### config.mk
export PLATFORM = sky130hd
export DESIGN_NAME = shreg_arbiter
export DESIGN_NICKNAME = d
export VERILOG_FILES = /design/src/rtl/shreg_arbiter.sv
export SDC_FILE = /design/constraint.sdc
export NUM_CORES = 1
export LEC_CHECK = 0
export CAP_MARGIN = 40
export CORE_ASPECT_RATIO = 2
export CORE_UTILIZATION = 42
export CTS_BUF_LIST = sky130_fd_sc_hd__clkbuf_4
export CTS_CLUSTER_DIAMETER = 30
export DETAILED_ROUTE_END_ITERATION = 7
export PLACE_DENSITY = 0.88
export RECOVER_POWER = 50
export SLEW_MARGIN = 20
export SYNTH_ARGS = -nofsm -noshare
export SYNTH_HDL_FRONTEND = slang
export SYNTH_SLANG_ARGS = --single-unit
### constraint.sdc
create_clock -name clk -period 3.4 [get_ports clk]
set_input_delay 0.51 -clock clk [delete_from_list [all_inputs] [get_ports clk]]
set_output_delay 0.51 -clock clk [all_outputs]
set_load 0.1 [all_outputs]
### src/rtl/shreg_arbiter.sv
// shreg_arbiter: round-robin arbiter and write sequencer for one shared
// WIDTH-bit register written by NREQ requesters.
//
// Optional feature macro: SHREG_LOCK_EN. When defined, a requester that is
// accepted with lock[i]=1 holds the register for a burst of at most MAXBURST
// accepted beats. When undefined, lock is ignored, locked is tied low and
// arbitration is pure round-robin.
//
// Ports:
//   clk      single clock, all state updates on posedge
//   reset    synchronous, active-high
//   req      per-requester write valid
//   lock     per-requester lock request (SHREG_LOCK_EN only)
//   wdata    packed write data, requester i at [i*WIDTH +: WIDTH]
//   gnt      one-hot or zero ready, combinational from req and state
//   q        shared register contents
//   q_valid  one-cycle pulse, q was written at the preceding edge
//   owner    index of the last accepted requester
//   locked   high while in LOCKED state (this is the FSM state exposure)
//
// Handshake: a beat from requester i is accepted on a posedge where
// req[i] & gnt[i]. gnt is never asserted without the matching req bit.
// Requesters hold req/wdata until they see gnt, or drop req to withdraw.
module shreg_arbiter #(
  parameter int NREQ     = 4,
  parameter int WIDTH    = 8,
  parameter int MAXBURST = 4
) (
  input  logic                      clk,
  input  logic                      reset,
  input  logic [NREQ-1:0]           req,
  input  logic [NREQ-1:0]           lock,
  input  logic [NREQ*WIDTH-1:0]     wdata,
  output logic [NREQ-1:0]           gnt,
  output logic [WIDTH-1:0]          q,
  output logic                      q_valid,
  output logic [$clog2(NREQ)-1:0]   owner,
  output logic                      locked
);

  localparam int IW = $clog2(NREQ);

  logic [IW-1:0]   ptr;
  logic [IW-1:0]   ptr_nxt;
  logic [NREQ-1:0] rr_gnt;
  logic [IW-1:0]   aidx;
  logic            acc;

  // Round-robin scan starting at ptr with modulo-NREQ wrap.
  always_comb begin : rr_scan
    logic [IW:0] sum;
    logic        found;
    rr_gnt = '0;
    found  = 1'b0;
    sum    = '0;
    for (int k = 0; k < NREQ; k++) begin
      sum = {1'b0, ptr} + (IW+1)'(k);
      if (sum >= (IW+1)'(NREQ)) sum = sum - (IW+1)'(NREQ);
      if (!found && req[sum[IW-1:0]]) begin
        rr_gnt[sum[IW-1:0]] = 1'b1;
        found               = 1'b1;
      end
    end
  end

  // gnt is one-hot or zero, so a plain encoder gives the accepted index.
  always_comb begin
    aidx = '0;
    for (int i = 0; i < NREQ; i++) begin
      if (gnt[i]) aidx = IW'(i);
    end
    acc     = |gnt;
    ptr_nxt = (aidx == IW'(NREQ-1)) ? '0 : aidx + IW'(1);
  end

`ifdef SHREG_LOCK_EN
  localparam int BW = $clog2(MAXBURST+1);

  typedef enum logic {IDLE = 1'b0, LOCKED = 1'b1} state_t;

  state_t        state, state_nxt;
  logic [IW-1:0] lowner, lowner_nxt;
  logic [BW-1:0] bcnt, bcnt_nxt;

  always_comb begin
    gnt = rr_gnt;
    if (state == LOCKED) begin
      gnt = '0;
      if (req[lowner]) gnt[lowner] = 1'b1;
    end
  end

  always_comb begin
    state_nxt  = state;
    lowner_nxt = lowner;
    bcnt_nxt   = bcnt;
    case (state)
      IDLE: begin
        if (acc && lock[aidx] && (MAXBURST > 1)) begin
          state_nxt  = LOCKED;
          lowner_nxt = aidx;
          bcnt_nxt   = BW'(1);
        end
      end
      LOCKED: begin
        if (acc) bcnt_nxt = bcnt + BW'(1);
        // The beat accepted on the exit edge is still written below.
        if (!lock[lowner] || (acc && (bcnt + BW'(1) == BW'(MAXBURST)))) begin
          state_nxt = IDLE;
          bcnt_nxt  = '0;
        end
      end
      default: state_nxt = IDLE;
    endcase
  end

  always_ff @(posedge clk) begin
    if (reset) begin
      state  <= IDLE;
      lowner <= '0;
      bcnt   <= '0;
    end else begin
      state  <= state_nxt;
      lowner <= lowner_nxt;
      bcnt   <= bcnt_nxt;
    end
  end

  assign locked = (state == LOCKED);
`else
  logic        unused_lock;
  logic [31:0] unused_cfg;
  assign unused_lock = ^lock;
  assign unused_cfg  = MAXBURST;
  assign gnt         = rr_gnt;
  assign locked      = 1'b0;
`endif

  always_ff @(posedge clk) begin
    if (reset) begin
      q       <= '0;
      q_valid <= 1'b0;
      owner   <= '0;
      ptr     <= '0;
    end else begin
      q_valid <= acc;
      if (acc) begin
        q     <= wdata[int'(aidx)*WIDTH +: WIDTH];
        owner <= aidx;
        ptr   <= ptr_nxt;
      end
    end
  end

endmodule

* After elaboration in Yosys (flattened, before gate mapping)
Index checks and enable logic that the tools add are counted.
** Storage, ports and cells
- Logic and storage cells :: 71
- Output and inout port bits :: 16
- Input bits :: 42
- Register bits after elaboration :: 13
** Cells by class
- $lt $le $gt $ge :: 12
- Mux-type cells :: 31
- Bitwise operators :: 3
- Shift operators :: 1
- $add $sub $neg :: 8
- Reductions and logical operators :: 11
- Eq/ne operators :: 1
** Operator list (count)
- variable part select 32 x 6 -> 8 bit :: 1
- 2-to-1 mux 4 bit :: 4
- 2-to-1 mux 2 bit :: 7
- < comparator 2 x 3 -> 1 bit, second input constant :: 4
- 2-to-1 mux 1 bit :: 12
- OR 4 bit :: 3
- greater-or-equal comparator 3 bit, second input constant :: 3
- binary-select mux 1 bit (select 2 bit) :: 4
- demux 1 bit (select 2 bit) :: 4
- greater-or-equal comparator 2 x 1 -> 1 bit, second input constant :: 4
- subtractor 2 x 1 -> 2 bit, second input constant :: 4
- logical AND 1 bit :: 7
- adder 2 x 2 -> 3 bit, second input constant :: 2
- OR reduction 4 bit :: 1
- adder 2 x 1 -> 3 bit, second input constant :: 1
- greater-or-equal comparator 2 x 3 -> 1 bit, second input constant :: 1
- zero test 1 bit :: 3
- adder 2 x 1 -> 2 bit, second input constant :: 1
- equality test 2 bit, second input constant :: 1

* Longest topological paths before layout
Gate-level depths: netlist of run 1.
- Depth in word-level cells :: 19
- Depth in mapped cells :: 12
- Depth with buffers taken out :: 9

* Worst setup path after synthesis of run 1
No wires, ideal clock.
- Path kind :: reg-to-output
- Start point :: register ptr[0]
- End point :: output port gnt[3]
- Arrival :: 2846 ps
- Path buffers :: 3
- Path slack :: 44 ps
- Data required time :: 2890 ps
- Stages on the path, launching flop included :: 10
- Path through :: dfxtp_1 buf_2 inv_1 ha_1 mux4_2 buf_6 a221oi_2 a21oi_1 clkbuf_1 inv_1
** On the way
- Cells in the longest elaborated chain, start to end :: 14
- Elaborated cells on any way between the ends :: 59
- Those cells by class :: 7 x add/sub; 12 x order compare; 27 x mux; 3 x bitwise; 10 x reduce/logical
** Ends and longest elaborated chain
- start, declared :: RTL line 43 : logic [IW-1:0] ptr;
- start signal, assigned :: RTL line 150 : ptr <= ptr_nxt;
- branches (longest 13 deep; another with adder 2 x 1 -> 3 bit)
- 2-to-1 mux 4 bit * :: RTL line 59 : if (!found && req[sum[IW-1:0]]) begin
- end, declared :: RTL line 34 : output logic [NREQ-1:0] gnt,
Every way passes the cells marked *. The select of a mux whose other input is x is not followed.

* Worst setup path in the final report of run 1
- Start point :: input port req[1]
- End point :: output port gnt[2]
** On the way
- Cells in the longest elaborated chain, start to end :: 12
- Elaborated cells on any way between the ends :: 24
- Those cells by class :: 15 x mux; 3 x bitwise; 6 x reduce/logical
** Ends and longest elaborated chain
- start, declared :: RTL line 31 : input logic [NREQ-1:0] req,
- binary-select mux 1 bit (select 2 bit) :: RTL line 59
- 2-to-1 mux 1 bit (implied by the code) :: RTL line 59
- 2-to-1 mux 1 bit :: RTL line 59
- zero test 1 bit :: RTL line 59
- logical AND 1 bit :: RTL line 59
- 2-to-1 mux 1 bit :: RTL line 59
- zero test 1 bit :: RTL line 59
- logical AND 1 bit :: RTL line 59
- 2-to-1 mux 1 bit :: RTL line 59
- zero test 1 bit :: RTL line 59
- logical AND 1 bit :: RTL line 59
- 2-to-1 mux 4 bit * :: RTL line 59
Every way passes the cells marked *; elsewhere a longest branch is shown, timed or not. The select of a mux whose other input is x is not followed.

==> results.md, run 1 <==
* Worst R2R Start: ptr[0]
* Min-delay src: q[1]
* Die height at ~78 um
* Num Clock Sinks at 13
* Hold Fails Final Rpt at 0
* Yosys warns at 0
* Core ar. at roughly 0.0027 mm2
* Dpl cells at between 200 and 250
* Die area at between 0.003 and 0.004 mm2
* Maxcap violations at 0
* Residual DRC at 0
* Post-synthesis net count at 180
* Signal arrival time at the worst endpoint at approximately 2.7 ns
* GP Congestion at about 0.97
* Total routing usage reported by global routing at 0.263
* Kind of critical path: input pin to primary output
* Synth unique cells at 35
* Pre-CTS setup slack at 0.174 ns
* Syn Area/Cell at between 9 and 10 um2
* Synth area leaders: dfxtp_1, a221oi_2, mux4_2, ha_1, o221ai_1
* Ant diodes at 0
* Crit Path Max Fanout at 8
* Rows at 27
* Final setup margin at 0.160 ns
* Post-route insts no fill at 225
* Worst slew pin tran at 1.21 ns
* Final instance area at approximately 0.0019 mm2
* FF/Latch Area at approximately 260 um2
* Clk_lat worst skew at 0.28 ns
* Die Wd at about 40 um
* Clock root cell: clkbuf_4
* Status: complete, no violations
* Post-CTS Setup Bufs at 0
* Top post-synthesis cells by count: inv_1, dfxtp_1, a21oi_1, a221oi_2
* Initial Util at 0.444
* Mapped Area at 0.00122 mm2
* DR WL/cell at approximately 18 um
* Largest net degree at the start of global routing at 15
* Initial antenna violation count at 0
* Clk slew on worst S/H paths at 0.08 ns
* Hold_buf cts at 0
* Share of cells above drive strength 1 at 0.168
* GRT Residual Overflow at 0
* Routed Antenna Nets at 0
* Multi-input gate area at 835 um2
* First-pass GRT wire length at 5860 um
* Slew headroom at 0.196
* Top-count cell post-synth: inv_1
* Cts repair resizes at 0
* First-pass DRT Iterations at 4
* Placed cell areas at slightly below 0.002 mm2
* Asr flop ratio synth at 0
* Routed vias at ~1,400
* Boundary pin count at slightly below 60
* H-tree Lvls at 1
* Setup-failing EPs final at 0
* IO Port Bufs at between 50 and 60
* Max-slew violation count at 0
* Seq/Total Area, Yosys at 0.214
* Worst setup SP type: input pin
* Fin crit share at 0.953
* DR vias/cell at 6.17
* Synthesized netlist cell count at roughly 130
* Fmax at ~300 MHz
* CTS buffer count at 3
* Worst Hold Class: register to register
* Share of the synthesized area in the top cell type at 0.214
* Flops & latches, synth at 13
* Initial DRC count at between 40 and 50
* Post-synth top area cell: dfxtp_1
* RSZ-0062 raised after global routing: no
* Worst EP required at approximately 2.9 ns
* Fill count at 206
* CP Launch Point: req[1]
* Setup TNS at 0 ns
* Area Growth Syn to Fin at 54.2%
* Final wirelength at 4070 um
* Ys flop type: dfxtp_1
* Clock buffer depth at 2
* Fin crit period at between 3 and 4 ns
* Clock skew at just over 0.007 ns
* CP endpoint kind: primary output
* CTS tree: done
* Vias in the first global route at 1,379
* Final net count at approximately 250
* Number of synthesized flops with an enable pin at 0
* DP HPWL at 3250 um
## per-stage QoR
| step | utilization | hold WS [ns] |
|---|---|---|
| finish | 0.685 | 0.467 |
| floorplan | - | 0.577 |
| global placement | 0.659 | 0.450 |
| CTS | 0.731 | 0.468 |
| detailed placement | 0.720 | 0.462 |
| global route | 0.685 | 0.479 |
## state kept, by name, summed over array words and instances, names as in the netlist
name,flops
q,8
q_valid,1
ptr,2
owner,2
## cells in the final DEF (no fill, tap or decap), types with 7 or more instances in the layout
cell type and instances:
a21oi_1 10, nand2b_1 9, clkbuf_1 11, o221ai_1 9
a221oi_2 10, inv_1 17, dfxtp_1 13, o32ai_1 8
ha_1 7, clkdlybuf4s50_1 48
## cell families (layout without fill, tap and decap cells)
kind of cell,count (synthesis),count (layout),share of synthesized area
adder cells (fa/ha/maj),7,7,0.0720
AO/OA/AOI/OAI,49,49,0.366
multiplexers,6,6,0.0905
AND/OR/NAND/NOR,29,29,0.154
flip-flops,13,13,0.214
other,1,1,0.00308
buffers and inverters,26,91,0.0998
## worst max-delay path: stages
cell,delay (ns)
clkdlybuf4s50_1,0.52
mux4_2,0.59
nand3b_1,0.23
a221oi_2,0.41
a21oi_1,0.16
inv_1,0.13
buf_12,0.18
## final cells by class
cell class | count | area share
inverters | 18 | 0.0360
multi-input cells | 92 | 0.445
well taps | 29 | 0.0193
clock buffers | 4 | 0.0160
flip-flops and latches | 13 | 0.139
repair buffers | 69 | 0.345
## per-layer routing
| layer | track usage | vias to the layer above | wire [um] |
|---|---|---|---|
| met5 | 0 | - | 0 |
| met4 | 0.186 | 0 | 284 |
| met3 | 0.0452 | 25 | 190 |
| met2 | 0.465 | 68 | 2220 |
| met1 | 0.238 | 653 | 1380 |
| li1 | - | 642 | - |
## worst paths after layout
path | to | slack, ns | depth (start not counted)
worst min register to register | q[1] | 0.47 | 2
worst min-delay path | q[1] | 0.47 | 2
worst max register to register | q[4] | 0.58 | 8
worst max-delay path | gnt[2] | 0.16 | 7
Power of run 1 is left out: the tool's default activity adds up to more than one toggle a clock period on the data nets, which glitch-free logic cannot reach.
==> inputs of run 2 (changes only) <==
--- a/config.mk
+++ b/config.mk
@@ -9,7 +9,7 @@
 export CORE_ASPECT_RATIO = 2
 export CORE_UTILIZATION = 42
 export CTS_BUF_LIST = sky130_fd_sc_hd__clkbuf_4
-export CTS_CLUSTER_DIAMETER = 30
+export CTS_CLUSTER_DIAMETER = 80
 export DETAILED_ROUTE_END_ITERATION = 7
 export PLACE_DENSITY = 0.88
 export RECOVER_POWER = 50
==> results of run 2 <==
No change in the layout: final DEF, timing and power equal those of run 1.
Power of run 2 is left out for the same reason.
